===== src/rtl/rom_arbiter.sv =====
// Two-master Wishbone B3 arbiter in front of a single boot ROM slave.
// Ownership is held for the owner's whole cycle; a watchdog returns err on a stalled strobe.
module rom_arbiter #(
  parameter int addr_width = 8,
  parameter int timeout    = 255
) (
  input  logic                  wb_clk,
  input  logic                  wb_rst,
  input  logic [addr_width-1:0] m0_adr_i,
  input  logic                  m0_cyc_i,
  input  logic                  m0_stb_i,
  input  logic [2:0]            m0_cti_i,
  input  logic [1:0]            m0_bte_i,
  output logic [31:0]           m0_dat_o,
  output logic                  m0_ack_o,
  output logic                  m0_err_o,
  input  logic [addr_width-1:0] m1_adr_i,
  input  logic                  m1_cyc_i,
  input  logic                  m1_stb_i,
  input  logic [2:0]            m1_cti_i,
  input  logic [1:0]            m1_bte_i,
  output logic [31:0]           m1_dat_o,
  output logic                  m1_ack_o,
  output logic                  m1_err_o,
  output logic [addr_width-1:0] s_adr_o,
  output logic                  s_cyc_o,
  output logic                  s_stb_o,
  output logic [2:0]            s_cti_o,
  output logic [1:0]            s_bte_o,
  input  logic [31:0]           s_dat_i,
  input  logic                  s_ack_i
);

  typedef enum logic [1:0] {IDLE, OWN0, OWN1} state_t;

  localparam logic [15:0] CNT_LAST = 16'(timeout - 1);

  state_t      state_q, state_d;
  logic        last_q, last_d;
  logic [15:0] cnt_q, cnt_d;
  logic        stb_raw;
  logic        err;

  assign m0_dat_o = s_dat_i;
  assign m1_dat_o = s_dat_i;

  always_comb begin
    state_d = state_q;
    unique case (state_q)
      IDLE: begin
        if (m0_cyc_i && m1_cyc_i) state_d = last_q ? OWN0 : OWN1;
        else if (m0_cyc_i)        state_d = OWN0;
        else if (m1_cyc_i)        state_d = OWN1;
      end
      OWN0: if (!m0_cyc_i) state_d = m1_cyc_i ? OWN1 : IDLE;
      OWN1: if (!m1_cyc_i) state_d = m0_cyc_i ? OWN0 : IDLE;
      default: state_d = IDLE;
    endcase
  end

  // Last-served flag tracks the most recent entry into an OWN state.
  always_comb begin
    last_d = last_q;
    if (state_d != state_q) begin
      if (state_d == OWN0) last_d = 1'b0;
      if (state_d == OWN1) last_d = 1'b1;
    end
  end

  always_comb begin
    s_adr_o = '0;
    s_cyc_o = 1'b0;
    stb_raw = 1'b0;
    s_cti_o = '0;
    s_bte_o = '0;
    case (state_q)
      OWN0: begin
        s_adr_o = m0_adr_i;
        s_cyc_o = m0_cyc_i;
        stb_raw = m0_stb_i;
        s_cti_o = m0_cti_i;
        s_bte_o = m0_bte_i;
      end
      OWN1: begin
        s_adr_o = m1_adr_i;
        s_cyc_o = m1_cyc_i;
        stb_raw = m1_stb_i;
        s_cti_o = m1_cti_i;
        s_bte_o = m1_bte_i;
      end
      default: ;
    endcase
  end

  // The err cycle masks the strobe so the slave sees the request withdrawn.
  assign err      = (state_q != IDLE) && stb_raw && !s_ack_i && (cnt_q == CNT_LAST);
  assign s_stb_o  = stb_raw && !err;
  assign m0_ack_o = s_ack_i && (state_q == OWN0);
  assign m1_ack_o = s_ack_i && (state_q == OWN1);
  assign m0_err_o = err && (state_q == OWN0);
  assign m1_err_o = err && (state_q == OWN1);

  always_comb begin
    cnt_d = cnt_q + 16'd1;
    if (state_q == IDLE || state_d != state_q || s_ack_i || !stb_raw || err)
      cnt_d = '0;
  end

  always_ff @(posedge wb_clk) begin
    if (wb_rst) begin
      state_q <= IDLE;
      last_q  <= 1'b1;
      cnt_q   <= '0;
    end else begin
      state_q <= state_d;
      last_q  <= last_d;
      cnt_q   <= cnt_d;
    end
  end

endmodule


===== config.mk =====
export PLATFORM = sky130hd
export DESIGN_NAME = rom_arbiter
export DESIGN_NICKNAME = d
export VERILOG_FILES = /design/src/rtl/rom_arbiter.sv
export SDC_FILE = /design/constraint.sdc
export NUM_CORES = 1
export LEC_CHECK = 0
export CAP_MARGIN = 0
export CORE_ASPECT_RATIO = 1.5
export CORE_MARGIN = 2
export CORE_UTILIZATION = 35
export CTS_BUF_LIST = sky130_fd_sc_hd__clkbuf_4 sky130_fd_sc_hd__clkbuf_8
export DETAILED_ROUTE_END_ITERATION = 7
export GPL_TIMING_DRIVEN = 0
export PLACE_DENSITY = 0.86
export SYNTH_ARGS = -nofsm -noshare
export SYNTH_HDL_FRONTEND = slang
export SYNTH_SLANG_ARGS = --single-unit

===== constraint.sdc =====
create_clock -name wb_clk -period 4.1 [get_ports wb_clk]
set_input_delay 0.41 -clock wb_clk [delete_from_list [all_inputs] [get_ports wb_clk]]
set_output_delay 0.41 -clock wb_clk [all_outputs]
set_load 0.03 [all_outputs]

==> qor.yml, run 1 <==
run_status:
  status: "completed"
synth:
  synth-seq-cells: 19
  yosysSeqAreaShare_pct: 21.0
  syn_nets: 298
  synth.avg_cell_area_um2: 8.02
  synth_edf_count: 0
  async_flop_share_pct: 0
  synth_cell_type_count: 37
  synthFlopType: "dfxtp_1"
  syn-instance-count: 226
  netlist_area_um2: 1810
  ys.warnings.count: 0
cts:
  tritoncts: "done"
  cts_max_level: 1
  clkSlewWorstSetupHoldPaths_ns: 0.07
  cts_resized: 0
  cts_sinks: 19
  hold_buffers: 0
  cts_buffers: 3
  cts_buffer_depth: 2
  ctsRootBufferMaster: "clkbuf_8"
  clock_latency_ns: 0.26
  post_cts_buffers: 0
grt:
  grt_pass1_wl_mm: 9.00
  grt.overflow.total: 0
  grt_max_degree: 11
  grt_usage_pct: 19.9
  grt_pass1_vias: 1807
  antenna_found_initial: 0
timing:
  post-route-min-period_ns: 3.01
  clock.fmax_mhz: 332
  rsz0062_at_grt: "no"
  fin_setup_tns_ns: 0
  finalHoldViolCount: 0
  worst_pin_slew_ns: 0.475
  slew_headroom_pct: 68.1
  clock_skew_ns: 0.00578
  min_period_over_period_pct: 73.5
  setup_viol: 0
  drv_slew: 0
run:
  cap_violations: 0
route:
  drt_wl_total_mm: 5.91
  num_vias: 1886
  final_antenna_net_count: 0
  drc: 0
  drt_pre_antenna_iters: 4
  drtIter0Drc: 44
  viasPerCell: 4.57
  wl_per_cell_um: 14.3
floorplanning:
  ios: 148
  num_rows: 32
  start_util_pct: 35.6
  coreArea_um2: 5080
  dieArea_um2: 5780
  die_h_um: 92.1
  die_width_um: 62.7
critical_path:
  cp_max_fo: 10
  cp-startpoint: "state_q[1]$_SDFF_PP0_"
  critPathLaunchType: "flip-flop"
  worstReg2RegStart: "state_q[1]$_SDFF_PP0_"
  critPathCaptureType: "output pin"
  cp_data_arrival_time_ns: 2.60
  critPathKind: "reg -> out"
  critPathRequiredTime_ns: 3.69
pwr:
  pwr-share-seq_pct: 24.0
  p_sw_share_pct: 40.1
  p_leak_nw: 1.21
  power_frac_comb_pct: 59.9
  p_per_area_nw_per_um2: 281
  power_uw: 870
  ir_drop_uv: 211
  power.internal_uw: 521
  switchingPower_uw: 349
  power.share.clock_pct: 16.1
final_layout:
  fin_util_pct: 60.9
  area_delta_synth_final_pct: 70.9
  nFillCells: 433
  num_antenna_cells: 0
  stdcell_count: 413
  nNetsFinal: 418
  drive_gt1_share_pct: 24.9
worst_hold_path:
  hold_start: "cnt_q[0]$_SDFF_PP0_"
  hp-class: "reg -> reg"
placed_design:
  port_buffers: 115
  dp_cells: 409
  dp_hpwl_mm: 5.14
  gp_congestion: 0.923
## final timing paths
check	to	slack, ns	cells past startpoint
setup / recovery	s_cyc_o	1.09	6
hold reg to reg	cnt_q[0]$_SDFF_PP0_	0.49	1
hold / removal	cnt_q[0]$_SDFF_PP0_	0.49	1
setup reg to reg	last_q$_SDFFE_PP1P_	1.62	9
## metrics by stage
step                      worst slack [ns]  hold WS [ns]  instance area, µm²
after floorplan                       1.87         0.439                1810
after global placement                1.43         0.452                3050
after detailed placement              1.43         0.469                3050
after CTS                             1.12         0.488                3100
after global routing                 0.894         0.519                3100
final                                 1.09         0.490                3100
## metal layers
layer | vias to the layer above | track usage, % | routed length [µm]
met5 | - | 0 | 0
met4 | 0 | 5.56 | 65
met3 | 5 | 8.71 | 778
met2 | 110 | 34.6 | 2800
met1 | 847 | 21.7 | 2270
li1 | 924 | - | -
## power groups by stage
stage | clock network, mW | logic [mW] | registers (mW)
global placement | 0 | 0.514 | 0.211
CTS | 0.141 | 0.525 | 0.208
floorplan | 0 | 0.341 | 0.208
detailed placement | 0 | 0.522 | 0.212
finish | 0.140 | 0.522 | 0.209
global route | 0.147 | 0.556 | 0.210
## logic make-up after synthesis
group / count (synthesis) / synth area share [%]
mux: 3 / 1.86
simple gates: 81 / 24.5
compound gates: 27 / 11.5
fa+ha+maj: 7 / 4.83
flops: 19 / 21.0
xor+xnor: 14 / 6.77
buf+inv: 75 / 29.5
## cell usage after synthesis (3+ instances only)
cell type	n	share of area, %
and2_1	4	1.4
xnor2_1	8	3.9
dfxtp_1	19	21
a22oi_1	13	5.4
and3_1	6	2.1
clkbuf_1	3	0.62
buf_4	65	27
nand2_1	11	2.3
nor2_2	10	3.5
nor2_1	20	4.1
nor2b_1	13	4.5
nand3_1	7	1.9
inv_1	4	0.83
xor2_1	6	2.9
ha_1	7	4.8
## sequential cells by signal, summed over array words and instances (netlist names)
register  cells
cnt_q        16
last_q        1
state_q       2
## placed cells by master (no fill, tap or decap)
cell type	instances
a22oi_1	13
a311oi_2	1
a21boi_0	2
a21boi_1	2
o21ai_0	2
xnor2_1	8
o31a_1	2
clkbuf_8	3
a311oi_1	1
nor2b_1	13
clkdlybuf4s50_1	115
buf_2	1
dfxtp_1	19
nor2_2	10
nand2_1	11
nor4_1	1
a21o_1	1
xor2_1	6
nor4b_1	1
buf_4	65
clkbuf_1	3
o21bai_1	1
inv_2	1
mux2i_1	2
nand4_4	1
nor4b_2	1
buf_6	1
and2_1	4
nor3_1	2
nand2b_1	2
nor2_1	20
mux2i_2	1
a31oi_1	1
nand4_1	2
and3_1	6
ha_1	7
a22o_1	1
inv_1	4
nand3_1	7
clkbuf_4	1
## critical path: stages (launching register included)
cell and delay (ns):
dfxtp_1 0.47, ha_1 0.22, buf_4 0.18, clkbuf_1 0.36, nand2_1 0.09, a21boi_0 0.29
clkdlybuf4s50_1 0.74
## layout make-up
class	instances	area [µm²]	share of cell area, %
timing repair buffer	115	1150	37.2
inverter	5	18.8	0.606
sequential	19	380	12.3
buffer	70	515	16.6
multi-input combinational	132	897	29.0
tap	68	85.1	2.75
clock buffer	4	48.8	1.58
Note: power is estimated with default switching activity, not from simulation.
==> run 2, diff against run 1 <==
--- a/config.mk
+++ b/config.mk
@@ -8,11 +8,11 @@
 export CAP_MARGIN = 0
 export CORE_ASPECT_RATIO = 1.5
 export CORE_MARGIN = 2
-export CORE_UTILIZATION = 35
+export CORE_UTILIZATION = 34
 export CTS_BUF_LIST = sky130_fd_sc_hd__clkbuf_4 sky130_fd_sc_hd__clkbuf_8
 export DETAILED_ROUTE_END_ITERATION = 7
 export GPL_TIMING_DRIVEN = 0
-export PLACE_DENSITY = 0.86
+export PLACE_DENSITY = 0.84
 export SYNTH_ARGS = -nofsm -noshare
 export SYNTH_HDL_FRONTEND = slang
 export SYNTH_SLANG_ARGS = --single-unit
==> constraint.sdc (replaced) <==
create_clock -name wb_clk -period 3.1 [get_ports wb_clk]
set_input_delay 0.31 -clock wb_clk [delete_from_list [all_inputs] [get_ports wb_clk]]
set_output_delay 0.31 -clock wb_clk [all_outputs]
set_load 0.03 [all_outputs]
==> run 2 against run 1 <==
  * Core utilization shrank 0.52 points
  * Via count grew 1.2%
  * Largest cell class unchanged
  * Clock power grew 21%
  * Worst hold slack lost 0.016 ns
  * Clock-buffer cell count shrank 1
  * Critical path depth is the same
  * Highest routed layer unchanged
  * Largest power group unchanged
  * Worst setup slack lost 0.89 ns
  * Die area grew 2.8%
  * Register-to-register slack lost 0.95 ns
  * Clock skew grew 0.0022 ns
==> qor.yml, run 2 (synthesis results as in run 1) <==
final_layout:
  drive_gt1_share_pct: 24.9  # unchanged
  largest_reg_flops: 16  # unchanged
  final_common_cell: "clkdlybuf4s50_1"  # unchanged
  layout_common_cells: "clkdlybuf4s50_1, buf_4, nor2_1"  # unchanged
  biggestRegsByFlops: "cnt_q x16, state_q x2, last_q x1"  # unchanged
  area_delta_synth_final_pct: 70.8  # was 70.9%
  num_antenna_cells: 0  # unchanged
  fin_area_um2: 3090  # was 3100 µm²
  nNetsFinal: 418  # unchanged
  regMostFlops: "cnt_q"  # unchanged
critical_path:
  critPathCaptureType: "output pin"  # unchanged
  cp_data_arrival_time_ns: 2.59  # was 2.60 ns
  slowest_stage: "clkdlybuf4s50_1"  # unchanged
  critPathRequiredTime_ns: 2.79  # was 3.69 ns
  critPathLaunchType: "flip-flop"  # unchanged
  path_cells: "ha_1 -> buf_4 -> clkbuf_1 -> nand2_1 -> a21boi_0 -> clkdlybuf4s50_1"  # unchanged
  slowest_delay_ns: 0.74  # about the same
  worstReg2RegStart: "state_q[1]$_SDFF_PP0_"  # unchanged
  cp-startpoint: "state_q[1]$_SDFF_PP0_"  # unchanged
  cp_max_fo: 10  # unchanged
  critPathKind: "reg -> out"  # unchanged
route:
  final_antenna_net_count: 0  # unchanged
  drc: 0  # unchanged
  wl_per_cell_um: 14.6  # was 14.3 µm
  viasPerCell: 4.62  # was 4.57
  drtIter0Drc: 55  # was 44
  drt_wl_total_mm: 6.04  # was 5.91 mm
  num_vias: 1908  # was 1886
  drt_pre_antenna_iters: 4  # unchanged
floorplanning:
  die_width_um: 63.6  # was 62.7 µm
  coreArea_um2: 5120  # was 5080 µm²
  ios: 148  # unchanged
  dieArea_um2: 5940  # was 5780 µm²
  num_rows: 32  # unchanged
  start_util_pct: 35.4  # was 35.6%
  die_h_um: 93.4  # was 92.1 µm
cts:
  hold_buffers: 0  # unchanged
  tritoncts: "done"  # unchanged
  clock_latency_ns: 0.25  # was 0.26 ns
  cts_sinks: 19  # unchanged
  clkSlewWorstSetupHoldPaths_ns: 0.07  # about the same
  cts_buffers: 3  # unchanged
  cts_max_level: 1  # unchanged
  cts_resized: 0  # unchanged
  ctsRootBufferMaster: "clkbuf_8"  # unchanged
  post_cts_buffers: 0  # unchanged
  cts_buffer_depth: 2  # unchanged
timing:
  setup_viol: 0  # unchanged
  post-route-min-period_ns: 2.90
  worst_slack_ns: 0.200  # was 1.09 ns
  min_period_over_period_pct: 93.5
  clock.fmax_mhz: 345
  clock_skew_ns: 0.00797  # was 0.00578 ns
  worst_pin_slew_ns: 0.575  # was 0.475 ns
  finalHoldViolCount: 0  # unchanged
  fin_setup_tns_ns: 0  # unchanged
  hold_slack_ns: 0.475  # was 0.490 ns
  slew_headroom_pct: 61.4  # was 68.1%
  drv_slew: 0  # unchanged
  rsz0062_at_grt: "no"  # unchanged
placed_design:
  port_buffers: 115  # unchanged
  gp_congestion: 0.867  # was 0.923
  dp_hpwl_mm: 5.23  # was 5.14 mm
  dpl_cell_area_um2: 3050  # unchanged
  post-place-ws_ns: 0.523  # was 1.43 ns
grt:
  grt_usage_pct: 20.0  # was 19.9%
  antenna_found_initial: 0  # unchanged
  grt_max_degree: 12  # was 11
  grt.overflow.total: 0  # unchanged
  grt_pass1_wl_mm: 9.30  # was 9.00 mm
  grt_pass1_vias: 1931  # was 1807
pwr:
  p_per_area_nw_per_um2: 366  # was 281 nW/µm²
  ir_drop_uv: 236  # was 211 µV
  p_leak_nw: 1.21  # about the same
  power_mw: 1.13  # was 870 µW
worst_hold_path:
  hold_start: "cnt_q[0]$_SDFF_PP0_"  # unchanged
  hp-class: "reg -> reg"  # unchanged
run_status:
  status: "completed"  # unchanged
run:
  cap_violations: 0  # unchanged
run 2: cell types whose count changed in the layout (fill, tap and decap cells not counted), sizes merged:
cell,delta
clkinv,+1
clkbuf,-1
run 2: where the power goes:
group,internal (mW),total (mW),switching (mW)
sequential,0.258,0.275,0.0173
clock,0.0892,0.169,0.0795
combinational,0.332,0.690,0.358
total,0.679,1.13,0.454
run 2: path summary, 6_finish.rpt:
kind / end / slack (ns) / cells past startpoint
max: s_cyc_o / 0.20 / 6
min: cnt_q[0]$_SDFF_PP0_ / 0.47 / 1
max reg2reg: last_q$_SDFFE_PP1P_ / 0.67 / 9
min reg2reg: cnt_q[0]$_SDFF_PP0_ / 0.47 / 1
run 2: routing by layer:
metal	share of wire [%]	GRT usage, %
met5	0	0
met3	15	9.63
met4	2.0	6.16
met1	35	19.6
met2	49	36.7
run 2: critical path, delay by kind of cell, from the launching register on:
family | cells | cell delay (ns)
compound gates | 1 | 0.30
fa+ha+maj | 1 | 0.23
buf+inv | 3 | 1.25
flops | 1 | 0.47
simple gates | 1 | 0.08
run 2: stage by stage:
step,cells,utilization [%]
after floorplan,226,-
after global placement,409,59.5
after detailed placement,409,59.5
after CTS,413,60.4
after global routing,413,60.4
final,413,60.4
run 2: final cells by class:
type / instances / area, µm²
sequential: 19 / 380
fill: 456 / 2030
multi-input combinational: 132 / 897
clock inverter: 1 / 5.00
buffer: 70 / 515
inverter: 5 / 18.8
timing repair buffer: 115 / 1150
tap: 68 / 85.1
clock buffer: 3 / 41.3
==> run 3, diff against run 2 <==
--- a/config.mk
+++ b/config.mk
@@ -13,6 +13,7 @@
 export DETAILED_ROUTE_END_ITERATION = 7
 export GPL_TIMING_DRIVEN = 0
 export PLACE_DENSITY = 0.84
+export SLEW_MARGIN = 20
 export SYNTH_ARGS = -nofsm -noshare
 export SYNTH_HDL_FRONTEND = slang
 export SYNTH_SLANG_ARGS = --single-unit
==> results of run 3 <==
No change in the layout: final DEF, timing and power equal those of run 2.
